[src/rtl/stream_mux_arb.sv]
// stream_mux_arb: registered N:1 valid/ready stream mux, fixed-select or round-robin, packet-locked grant
module stream_mux_arb #(
  parameter int WIDTH = 8,
  parameter int NUM_CH = 4,
  localparam int SEL_W = $clog2(NUM_CH)
) (
  input  logic                    clk,
  input  logic                    rst_n,
  input  logic                    mode,
  input  logic [SEL_W-1:0]        sel,
  input  logic [NUM_CH-1:0]       in_valid,
  input  logic [NUM_CH-1:0]       in_last,
  input  logic [NUM_CH*WIDTH-1:0] in_data,
  output logic [NUM_CH-1:0]       in_ready,
  output logic                    out_valid,
  input  logic                    out_ready,
  output logic [WIDTH-1:0]        out_data,
  output logic                    out_last,
  output logic [SEL_W-1:0]        out_ch
);
  typedef enum logic {IDLE, LOCKED} state_t;
  state_t state, state_nxt;
  logic [SEL_W-1:0] rr_ptr, lock_ch, grant, rr_grant, idx;
  logic grant_valid, load, in_beat, sel_ok;
  always_comb begin
    rr_grant = '0;
    idx = '0;
    // walk downward so the channel closest after rr_ptr is written last and wins
    for (int i = NUM_CH; i >= 1; i--) begin
      idx = SEL_W'((int'(rr_ptr) + i) % NUM_CH);
      if (in_valid[idx]) rr_grant = idx;
    end
  end
  always_ff @(posedge clk)
    state <= !rst_n ? IDLE : state_nxt;
  always_comb
    state_nxt = !in_beat ? state : in_last[grant] ? IDLE : LOCKED;
  always_comb begin
    sel_ok = int'(sel) < NUM_CH;
    grant = state == LOCKED ? lock_ch : mode ? rr_grant : sel;
    grant_valid = state == LOCKED ? in_valid[lock_ch] : mode ? |in_valid : sel_ok & in_valid[sel];
    load = !out_valid | out_ready;
    in_beat = rst_n & load & grant_valid;
    in_ready = in_beat ? {{(NUM_CH-1){1'b0}}, 1'b1} << grant : '0;
  end
  always_ff @(posedge clk) begin
    if (!rst_n) begin
      out_valid <= 1'b0;
      out_data <= '0;
      out_last <= 1'b0;
      out_ch <= '0;
      lock_ch <= '0;
      rr_ptr <= SEL_W'(NUM_CH - 1);
    end else if (in_beat) begin
      out_valid <= 1'b1;
      out_data <= in_data[int'(grant)*WIDTH +: WIDTH];
      out_last <= in_last[grant];
      out_ch <= grant;
      lock_ch <= grant;
      rr_ptr <= grant;
    end else if (out_ready) begin
      out_valid <= 1'b0;
    end
  end
endmodule

[config.mk]
export PLATFORM = sky130hd
export DESIGN_NAME = stream_mux_arb
export DESIGN_NICKNAME = d
export VERILOG_FILES = /design/src/rtl/stream_mux_arb.sv
export SDC_FILE = /design/constraint.sdc
export NUM_CORES = 1
export LEC_CHECK = 0
export CAP_MARGIN = 20
export CELL_PAD_IN_SITES_DETAIL_PLACEMENT = 0
export CELL_PAD_IN_SITES_GLOBAL_PLACEMENT = 1
export CORE_UTILIZATION = 33
export DETAILED_ROUTE_END_ITERATION = 6
export PLACE_DENSITY_LB_ADDON = 0.3
export SLEW_MARGIN = 20
export SYNTH_ARGS = -nofsm -noshare
export SYNTH_HDL_FRONTEND = slang
export SYNTH_SLANG_ARGS = --single-unit
[constraint.sdc]
create_clock -name clk -period 3.6 [get_ports clk]
set_input_delay 0.36 -clock clk [delete_from_list [all_inputs] [get_ports clk]]
set_output_delay 0.36 -clock clk [all_outputs]
set_load 0.02 [all_outputs]
After elaboration in Yosys (flattened, before gate mapping)
Index checks and enable logic that the tools add are counted.
- register bits: 15
- logic and storage cells: 51
- add/subtract/negate cells: 4
- order comparisons: 7
- shifts and indexed selects: 2
- mux-type cells: 26
- bitwise operators: 3
- reductions and logical operators: 3
- operators by type and width (kind ; count):
    32-bit by 6-bit variable part select with 8-bit output ; 1
    2-bit by 3-bit less-than comparator with 1-bit output, second input constant ; 7
    1-bit binary-select mux with 2-bit select ; 7
    1-bit 2-to-1 mux ; 12
    2-bit 2-to-1 mux ; 6
    2-bit by 1-bit adder with 2-bit output, second input constant ; 2
    2-bit adder, second input constant ; 2
    4-bit 2-to-1 mux ; 1
    4-bit OR reduction ; 1
    1-bit by 2-bit left shift with 4-bit output, first input constant ; 1
    1-bit AND ; 2
    2-bit nonzero test ; 1
    1-bit zero test ; 1
    1-bit bitwise OR ; 1

Longest topological paths before layout
- depth in word-level cells: 12
- mapped depth: 9

Worst setup path after synthesis
Ideal clock, no wire load.
- path kind: input port to output port
- start: in mode
- end: out in_ready[2]
- data arrival time: 1769 ps
- data required time: 3240 ps
- setup slack: 1471 ps
- cell stages on the path: 7
- buffers on the path: 2
- cells stage by stage: clkbuf_2 nand2b_1 a211oi_1 a221o_2 buf_6 or2_2 nor2_1
- word-level cells in the longest chain between the ends: 4
- elaborated cells on any way between the ends: 7
- classes of those cells: 1 x shift; 5 x mux; 1 x bitwise
- RTL lines (item ; RTL line ; text):
    start: declaration ; 9 ; input logic mode,
    2-bit 2-to-1 mux / 1-bit 2-to-1 mux (equally long branches) (2 in series) ; 40, 41 ;
    1-bit by 2-bit left shift with 4-bit output / 1-bit AND (equally long branches) ; 44, 43 ;
    4-bit 2-to-1 mux * ; 44 ; in_ready = in_beat ? {{(NUM_CH-1){1'b0}}, 1'b1} << grant : '0;
    end: declaration ; 14 ; output logic [NUM_CH-1:0] in_ready,
Every way passes the cells marked *; elsewhere a longest branch is shown, timed or not.

Final worst setup path
- start: in in_valid[2]
- end: out in_ready[2]
- word-level cells in the longest chain between the ends: 10
- elaborated cells on any way between the ends: 24
- classes of those cells: 1 x shift; 21 x mux; 1 x bitwise; 1 x reduce/logical
- RTL lines (item ; RTL line ; text):
    start: declaration ; 11 ; input logic [NUM_CH-1:0] in_valid,
    1-bit binary-select mux with 2-bit select ; 31 ; if (in_valid[idx]) rr_grant = idx;
    1-bit 2-to-1 mux (implied by the code) ; 31 ;
    2-bit 2-to-1 mux (4 in series) ; 31 ;
    2-bit 2-to-1 mux (2 in series) ; 40 ; grant = state == LOCKED ? lock_ch : mode ? rr_grant : sel;
    1-bit by 2-bit left shift with 4-bit output ; 44 ;
    4-bit 2-to-1 mux * ; 44 ;
Every way passes the cells marked *; elsewhere a longest branch is shown, timed or not. The select of a mux whose other input is x is not followed.

==> impl_metrics.toml <==
[yosys]
async_reset_ff_share_pct = 0
yosys_most_used_dff = "dfxtp_1"
yosysTopAreaCell = "dfxtp_1"
synth-edff-count = 0
synth_cell_types = 41
synth-seq-cells = 15
syn-cell-area_mm2 = 0.00146
syn_area_per_cell_um2 = 8.50
yosysWarnings = 0
synthCells = 172
yosys-top-cells-area = "dfxtp_1, mux2_2, a221o_1"
synth_fp_nets = 218
ys_seq_area_share_pct = 20.5
synth_top_area_share_pct = 20.5

[power_and_ir_drop]
ir_drop_uv = 284
pwr-share-seq_pct = 22.0
sw_frac_of_total_pct = 42.9
p_leak_uw = 0.000793
p_per_area_mw_per_mm2 = 580
power.share.clock_pct = 10.4
switchingPower_uw = 537
internal_power_uw = 715
p_comb_share_pct = 67.6

[critical_path]
endpoint_kind = "output port"
cp-start-kind = "input port"
timing.critical_path.from = "in_valid[2]"
crit_required_ns = 3.24
rr_startpoint = "rr_ptr[1]"
cp.arrival_ns = 2.80
critPathKind = "input port to output port"
crit_fanout = 14

[clock_network]
cts_setup_buffers = 0
ctsRootBufferMaster = "clkbuf_8"
cts_tree = "built"
cts_sinks = 15
clkLatencyLatePin_ns = 0.24
htreeDepth = 1
post_cts_resized = 0
clk_path_buf_depth = 2
cts_made_buffers = 3
clk_pin_slew_ns = 0.05
hold_buffers = 0

[grt]
grt_pass1_wl_um = 6500
grt_usage_pct = 18.9
grt_max_degree = 25
globalRouteOverflowTotal = 0
grt_pass1_vias = 1373
antenna_found_initial = 0

[sta]
fin_crit_sh_pct = 87.7
clock_skew_ns = 0.00335
maxSlewHeadroom_pct = 53.5
tns_ns = 0
max_slew.worst_pin.slew_ns = 0.695
setup_viol = 0
fmax_mhz = 317
fin_crit_ns = 3.16
grt_setup_unrepaired = "no"
finalMaxSlewViolations = 0
worst_slack_ns = 0.444
hold_viol_final = 0

[drt]
wire_per_inst_um = 15.3
ant_nets = 0
avgViaCountPerCell = 5.47
drc = 0
vias = 1532
firstDrtPassIters = 4
drt-total-wl_um = 4280
drt_iter0_drc = 79

[placement]
gp_congestion = 0.857
place_inst = 276
port_buffers = 61
dpl_worst_slack_ns = 0.464
place_area_mm2 = 0.00211
dpl.hpwl_um = 3340

[final_layout]
drive_above_1_share_pct = 20.0
final_common_cell = "clkdlybuf4s50_1"
syn2layout_area_growth_pct = 47.6
stdcell_area_mm2 = 0.00216
nNetsFinal = 277
post-route-util_pct = 52.4
antennaDiodeCount = 0
layout_common_cells = "clkdlybuf4s50_1, mux2_2, dfxtp_1"
layoutNonFillerInstCount = 280

[job]
drv_cap = 0

[min_path]
min_path_type = "register to register"
min_from = "out_data[4]"

[die]
top_level_ports = 62
core_area_mm2 = 0.00412
die_area_mm2 = 0.00470
die_x_um = 68.6
die_h_um = 68.6
rows = 23
initial_core_util_pct = 35.5

[outcome]
outcome = "finished, final reports clean"
[final timing paths]
check,cells past startpoint,slack (ns),end
worst min-delay path,2,0.47,out_data[4]
worst min register to register,2,0.47,out_data[4]
worst max register to register,6,1.40,state
worst max-delay path,7,0.44,in_ready[2]
[layout make-up]
class	count	area, um^2
well taps	50	62.6
repair buffers	67	656
inverters	8	30.0
fillers	373	1960
clock buffers	4	45.0
multi-input cells	136	1060
flip-flops and latches	15	300
[layer usage]
| metal | global-route usage (%) | part of all wire [%] |
|---|---|---|
| met3 | 1.64 | 6.0 |
| met5 | 0 | 0 |
| met4 | 7.29 | 0.79 |
| met2 | 30.9 | 47 |
| met1 | 25.5 | 46 |
[critical path, stage by stage]
cell and delay (ns):
clkdlybuf4s50_1 0.60, and2b_1 0.19, a211oi_1 0.08, a221o_2 0.48, or2_2 0.37, nor2_1 0.11, clkdlybuf4s50_1 0.61
[synth_stat cells, drive strengths merged (3+ instances only)]
cell and number:
nor2 9, nor2b 10, o31ai 9, mux2 26
nand3 8, clkbuf 7, dfxtp 15, a211oi 10
nor3 4, mux2i 3, inv 8, nand2 5
buf 6, o21ai 6, a221o 9, nand2b 4
a21oi 13
[metrics by stage]
step	hold WS (ns)	total power [uW]
6_report	0.472	1250
5_1_grt	0.503	1340
4_1_cts	0.477	1260
3_5_place_dp	0.469	1130
3_3_place_gp	0.464	1110
2_1_floorplan	0.520	847
[logic make-up after synthesis]
kind of cell,count (synthesis),synth area share [%]
multiplexers,30,23.6
flip-flops,15,20.5
buffers and inverters,21,7.01
AO/OA/AOI/OAI,59,30.6
AND/OR/NAND/NOR,47,18.2
[sequential cells by signal, indices dropped and copies added (netlist names)]
signal	cells
out_valid	1
state	1
out_data	8
rr_ptr	2
out_last	1
out_ch	2
[power by group through the flow]
stage / registers (uW) / logic [uW] / clock network (uW)
after global routing: 284 / 916 / 144
final: 276 / 846 / 130
after CTS: 276 / 852 / 135
after detailed placement: 279 / 849 / 0
after floorplan: 324 / 522 / 0
after global placement: 276 / 833 / 0
Power figures use the tool's default switching activity.
